[src/rtl/eq_gain_sequencer_pkg.sv]
// Shared constants and types for the equalizer gain path (sequencer and register map).
package eq_pkg;

   localparam int unsigned NUM_BANDS      = 10;
   localparam int unsigned IDX_WIDTH      = 8;
   localparam int unsigned MAX_IDX        = 34;
   localparam int unsigned DEFAULT_IDX    = 17;
   localparam int unsigned REG_ADDR_WIDTH = 8;
   localparam int unsigned BAND_WIDTH     = 4;

   typedef logic [IDX_WIDTH-1:0]      idx_t;
   typedef logic [BAND_WIDTH-1:0]     band_t;
   typedef logic [REG_ADDR_WIDTH-1:0] reg_addr_t;

   typedef enum logic [1:0] {INIT, IDLE, SWEEP} eq_state_t;

   localparam band_t LAST_BAND  = band_t'(NUM_BANDS - 1);
   localparam band_t BAND_LIMIT = band_t'(NUM_BANDS);
   localparam idx_t  MAX_IDX_V  = idx_t'(MAX_IDX);
   localparam idx_t  DEF_IDX_V  = idx_t'(DEFAULT_IDX);

   // Out-of-range host requests saturate rather than being rejected.
   function automatic idx_t clamp_idx(idx_t v);
      return (v > MAX_IDX_V) ? MAX_IDX_V : v;
   endfunction

endpackage

[src/rtl/eq_gain_sequencer_if.sv]
// Host target-update handshake between the control interface and the gain sequencer.
interface eq_gain_sequencer_if;

   logic            host_valid;
   logic            host_ready;
   eq_pkg::band_t   host_band;
   eq_pkg::idx_t    host_idx;

   modport master (output host_valid, output host_band, output host_idx, input host_ready);
   modport slave  (input host_valid, input host_band, input host_idx, output host_ready);

endinterface

[src/rtl/eq_gain_sequencer_stepper.sv]
// Next programmed gain index for one band. GAIN_RAMP_EN selects +/-1 slewing;
// without it the band jumps straight to its target.
module eq_idx_stepper
   import eq_pkg::*;
(
   input  idx_t cur,
   input  idx_t tgt,
   output idx_t next_idx
);

`ifdef GAIN_RAMP_EN
   always_comb begin
      next_idx = cur;
      if (cur < tgt)
         next_idx = cur + idx_t'(1);
      else if (cur > tgt)
         next_idx = cur - idx_t'(1);
   end
`else
   assign next_idx = tgt;
`endif

endmodule

[src/rtl/eq_gain_sequencer.sv]
// Owns the gain register-map write port: initialises all bands, then sweeps them toward
// host targets once per tick. Optional slewing via macro GAIN_RAMP_EN (see eq_idx_stepper).
module eq_gain_sequencer
   import eq_pkg::*;
(
   input  logic                 clk,
   input  logic                 rst,
   eq_gain_sequencer_if.slave   host,
   input  logic                 tick,
   input  logic                 ovr_clr,
   output logic                 we,
   output reg_addr_t            addr,
   output idx_t                 data_in,
   output logic                 busy,
   output logic                 err,
   output logic                 overrun
);

   eq_state_t state;
   band_t     ptr;
   idx_t      tgt [NUM_BANDS];
   idx_t      cur [NUM_BANDS];
   idx_t      cur_p;
   idx_t      tgt_p;
   idx_t      next_idx;

   assign cur_p = cur[ptr];
   assign tgt_p = tgt[ptr];

   eq_idx_stepper u_stepper (
      .cur      (cur_p),
      .tgt      (tgt_p),
      .next_idx (next_idx)
   );

   always_ff @(posedge clk or posedge rst) begin
      if (rst) begin
         state           <= INIT;
         ptr             <= '0;
         we              <= 1'b0;
         addr            <= '0;
         data_in         <= '0;
         busy            <= 1'b1;
         err             <= 1'b0;
         overrun         <= 1'b0;
         host.host_ready <= 1'b0;
         for (int unsigned i = 0; i < NUM_BANDS; i++) begin
            tgt[i] <= DEF_IDX_V;
            cur[i] <= DEF_IDX_V;
         end
      end else begin
         we              <= 1'b0;
         err             <= 1'b0;
         // Status outputs track the state the current decision is made in.
         busy            <= (state != IDLE);
         host.host_ready <= (state != INIT);

         // Target lands one cycle after acceptance, so a band being swept this cycle uses the old target.
         if (host.host_valid && host.host_ready) begin
            if (host.host_band >= BAND_LIMIT)
               err <= 1'b1;
            else
               tgt[host.host_band] <= clamp_idx(host.host_idx);
         end

         if (tick && (state != IDLE))
            overrun <= 1'b1;
         else if (ovr_clr)
            overrun <= 1'b0;

         case (state)
            INIT: begin
               we      <= 1'b1;
               addr    <= reg_addr_t'(ptr);
               data_in <= DEF_IDX_V;
               if (ptr == LAST_BAND) begin
                  ptr   <= '0;
                  state <= IDLE;
               end else begin
                  ptr <= ptr + band_t'(1);
               end
            end
            IDLE: begin
               if (tick) begin
                  ptr   <= '0;
                  state <= SWEEP;
               end
            end
            SWEEP: begin
               if (cur_p != tgt_p) begin
                  we       <= 1'b1;
                  addr     <= reg_addr_t'(ptr);
                  data_in  <= next_idx;
                  cur[ptr] <= next_idx;
               end
               if (ptr == LAST_BAND) begin
                  ptr   <= '0;
                  state <= IDLE;
               end else begin
                  ptr <= ptr + band_t'(1);
               end
            end
            default: begin
               ptr   <= '0;
               state <= INIT;
            end
         endcase
      end
   end

endmodule

[src/flat_wrapper.sv]
// flat-port wrapper written by rule: the top's interface ports become plain ports
module eq_gain_sequencer_flat import eq_pkg::*;
  (clk, rst, tick, ovr_clr, we, addr, data_in, busy, err, overrun, host_host_valid, host_host_band, host_host_idx, host_host_ready);
  eq_gain_sequencer_if host_i ();
  input  logic clk;
  input  logic rst;
  input  logic tick;
  input  logic ovr_clr;
  output logic we;
  output reg_addr_t addr;
  output idx_t data_in;
  output logic busy;
  output logic err;
  output logic overrun;
  input wire logic [$bits(host_i.host_valid)-1:0] host_host_valid;
  input wire logic [$bits(host_i.host_band)-1:0] host_host_band;
  input wire logic [$bits(host_i.host_idx)-1:0] host_host_idx;
  output wire logic [$bits(host_i.host_ready)-1:0] host_host_ready;
  assign host_i.host_valid = host_host_valid;
  assign host_i.host_band = host_host_band;
  assign host_i.host_idx = host_host_idx;
  assign host_host_ready = host_i.host_ready;
  eq_gain_sequencer u_core (.clk(clk), .rst(rst), .host(host_i), .tick(tick), .ovr_clr(ovr_clr), .we(we), .addr(addr), .data_in(data_in), .busy(busy), .err(err), .overrun(overrun));
endmodule
[config.mk]
export PLATFORM = sky130hd
export DESIGN_NAME = eq_gain_sequencer_flat
export DESIGN_NICKNAME = d
export VERILOG_FILES = /design/src/rtl/eq_gain_sequencer_pkg.sv /design/src/rtl/eq_gain_sequencer_if.sv /design/src/rtl/eq_gain_sequencer_stepper.sv /design/src/rtl/eq_gain_sequencer.sv /design/src/flat_wrapper.sv
export SDC_FILE = /design/constraint.sdc
export NUM_CORES = 1
export LEC_CHECK = 0
export BUFFER_PORTS_ARGS = -buffer_cell sky130_fd_sc_hd__buf_2
export CORE_MARGIN = 2
export CORE_UTILIZATION = 55
export DETAILED_ROUTE_END_ITERATION = 7
export GPL_ROUTABILITY_DRIVEN = 0
export PLACE_DENSITY = 0.72
export SLEW_MARGIN = 20
export SYNTH_ARGS = -nofsm -noshare
export SYNTH_HDL_FRONTEND = slang
export SYNTH_SLANG_ARGS = --single-unit
[constraint.sdc]
create_clock -name clk -period 7.9 [get_ports clk]
set_input_delay 0.79 -clock clk [delete_from_list [all_inputs] [get_ports clk]]
set_output_delay 0.79 -clock clk [all_outputs]
set_load 0.02 [all_outputs]
==> metrics.csv <==
stage;metric;value;unit
outcome;run status;completed;
synth;asr flop ratio synth;100;%
synth;post-synth top area cell;dfrtp_1;
route;Via Count;5677;
placement;DP Area;8770;um2
floorplan;num rows;45;
clock_network;CTS Hold Bufs;0;
global_routing;number of global-route vias before repair;5761;
synth;synth top area cells;dfrtp_1 42%, mux2_2 14%, dfstp_2 13%;
synth;Mapped Cells;698;
global_routing;antenna violations before repair;0;
timing;final worst-path cycle share;64.3;%
route;detailed-route DRC error count;0;
clock_network;clock-pin slew on the worst setup and hold paths;70;ps
synth;yosys warns;0;
global_routing;grt ovf;0;
synth;Synth cell types;61;
finish;commonest non-fill, non-tap cell in the layout;dfrtp_1;
run;max_cap viols;0;
route;TritonRoute pass-1 iters;5;
power_and_ir_drop;LEAKAGE;4.25;nW
route;1st-iter DRT viols;381;
setup_path;CP cell instances;buf_4, nor3b_2, a32oi_1, o211ai_1, and3_1, nor3_1, and4_1, a21oi_1, mux2_2;
timing;Slew @ Worst Pin;1040;ps
setup_path;Reg-to-Reg End;u_core.addr[1];
floorplan;Initial Util;56.3;%
timing;setup violators final;0;
finish;final core occ;61.6;%
floorplan;die area;16600;um2
placement;Detailed Place HPWL;12.7;mm
clock_network;Worst-Skew Late Latency;440;ps
synth;share of the synthesized area in the top cell type;41.5;%
finish;n_diodes;0;
floorplan;Die Wd;129;um
setup_path;Critical-path top delay cell;a21oi_1;
global_routing;total track usage;24.8;%
setup_path;R2R depth;9;
global_routing;first-pass GRT wire length;31.2;mm
synth;Post-synth EDFFs;0;
floorplan;Die H;129;um
route;Antenna Nets Post-Route;0;
synth;syn_area_per_cell;12.3;um2
setup_path;slack of the worst reg-to-reg path;2820;ps
setup_path;CP max stage delay;870;ps
worst_hold_path;Hold Path Origin;u_core.tgt[77];
setup_path;R2R Path Start;u_core.ptr[1];
clock_network;CTS tree;built;
placement;pre-CTS WS;2890;ps
setup_path;Crit path max-delay family;compound AO/OA/AOI/OAI gates;
route;wire per inst;21.2;um
clock_network;H-tree depth;4;
floorplan;Core Region;15200;um2
setup_path;Worst EP arrival;5400;ps
clock_network;TritonCTS Buffers;17;
clock_network;Root Driver;clkbuf_16;
setup_path;Worst Path Max Fanout;49;
clock_network;Clock Sinks;183;
finish;Finished Cell Area;9370;um2
timing;Final Hold Viols;0;
synth;Yosys reg bits;183;
route;vias per cell;6.22;
worst_hold_path;WHS Path Cells;2;
finish;nets@finish;729;
timing;max-slew violation count;0;
clock_network;Clock Path Buffers;2;
placement;PortBufs;33;
power_and_ir_drop;total power;2.94;mW
timing;Slew HR;30.9;%
global_routing;maximum number of pins on one net before global-route repair;111;
route;drt total wl;19.4;mm
timing;RSZ-0062 raised after global routing;no;
setup_path;crit end category;register;
timing;fin crit period;5080;ps
worst_hold_path;Hold Path Class;reg2reg;
setup_path;Crit path buffers/inverters;1;
finish;most frequent cells in the layout;140 x dfrtp_1, 110 x mux2_2, 56 x nand2_1, 50 x mux2i_1, 41 x dfstp_2;
timing;setup ws final;2820;ps
synth;register area share after synthesis;54.1;%
worst_hold_path;endpoint of the worst hold path;u_core.tgt[77];
setup_path;Critical Setup Path Class;reg2reg;
setup_path;startpoint types;register;
setup_path;CP required;8220;ps
floorplan;I/O pins;38;
power_and_ir_drop;peak supply drop;0.000197;V
power_and_ir_drop;pwr dens;314;nW/um2
timing;Final Skew;9.47;ps
timing;Setup TNS Final;0;ps
finish;Area growth syn-to-layout;9.41;%
synth;ys flop type;dfrtp_1;
clock_network;post_cts resized;0;
finish;layout cells sized above 1;33.5;%
timing;FMAX;197;MHz
clock_network;Post-CTS Setup Bufs;0;
synth;Mapped Area;8560;um2
## how the worst max path moves through the flow
stage,startpoint,to,slack [ps],cells past startpoint
2_1_floorplan,rst,u_core.addr[0],2210,1
3_5_place_dp,u_core.ptr[1],u_core.addr[2],2890,9
6_report,u_core.ptr[1],u_core.addr[1],2820,9
3_3_place_gp,u_core.ptr[3],u_core.addr[3],2960,7
5_1_grt,u_core.ptr[1],u_core.addr[1],2490,9
4_1_cts,u_core.ptr[1],u_core.addr[2],2860,9
## worst min-delay path, delay by kind of cell, from the launching register on
kind	cells	cell delay [ps]
DFF	1	340
AOI/OAI and AO/OA	1	60
and+or+nand+nor	1	50
## layout make-up
class / instances / area, um2
clock inverters: 12 / 126
repair buffers: 38 / 203
fillers: 1170 / 5840
well taps: 188 / 235
multi-input cells: 462 / 3660
inverters: 10 / 42.5
flip-flops and latches: 183 / 4630
clock buffers: 20 / 467
## synth_stat cells, types with 3 or more instances
cell	instances
nor2_1	25
clkbuf_1	20
dfstp_2	41
a222oi_1	3
o22a_1	3
nor3b_1	4
a211o_1	7
o211ai_1	4
mux2_1	3
xnor2_1	3
a21oi_1	16
nor3_1	8
a211oi_1	3
o22ai_1	20
nand2b_1	5
a32o_1	6
and2_1	16
nand2_1	56
buf_6	5
mux2i_1	50
and3_1	3
mux2_2	110
inv_1	9
dfrtp_1	142
nor3_4	4
nand3_1	5
buf_2	10
nor2b_1	18
buf_4	11
o21ai_0	38
o2bb2ai_1	8
## per-stage QoR
| stage | hold slack (ps) | instances |
|---|---|---|
| 3_3_place_gp | 462 | 881 |
| 4_1_cts | 484 | 913 |
| 3_5_place_dp | 470 | 881 |
| 5_1_grt | 507 | 913 |
| 6_report | 479 | 913 |
| 2_1_floorplan | 442 | 701 |
## metal layers
layer / global-route usage [%] / up-vias / routed length [um]
met5: 0 / - / 0
met4: 9.59 / 0 / 506
met2: 38.5 / 178 / 9050
met1: 35.1 / 2912 / 8840
li1: - / 2544 / -
met3: 4.57 / 43 / 979
## logic make-up after synthesis
kind of cell           count (synthesis)  synth area share, %
AO/OA/AOI/OAI                        124                 9.72
buffers and inverters                 56                 3.52
other                                  1               0.0438
flip-flops                           183                 54.1
multiplexers                         165                 21.2
XOR/XNOR                               5                0.512
AND/OR/NAND/NOR                      164                 10.9
## power by group
group | switching [mW] | internal [mW]
Sequential | 0.171 | 1.08
Combinational | 0.534 | 0.314
Clock | 0.356 | 0.489
Total | 1.06 | 1.88
## registers in the layout, summed over array words and instances (netlist names)
register,count
u_core.ptr,4
u_core.state,2
u_core.host.host_ready,1
u_core.busy,1
u_core.err,1
u_core.we,1
u_core.tgt,80
u_core.overrun,1
u_core.addr,4
u_core.data_in,8
u_core.cur,80
Power figures use the tool's default switching activity.
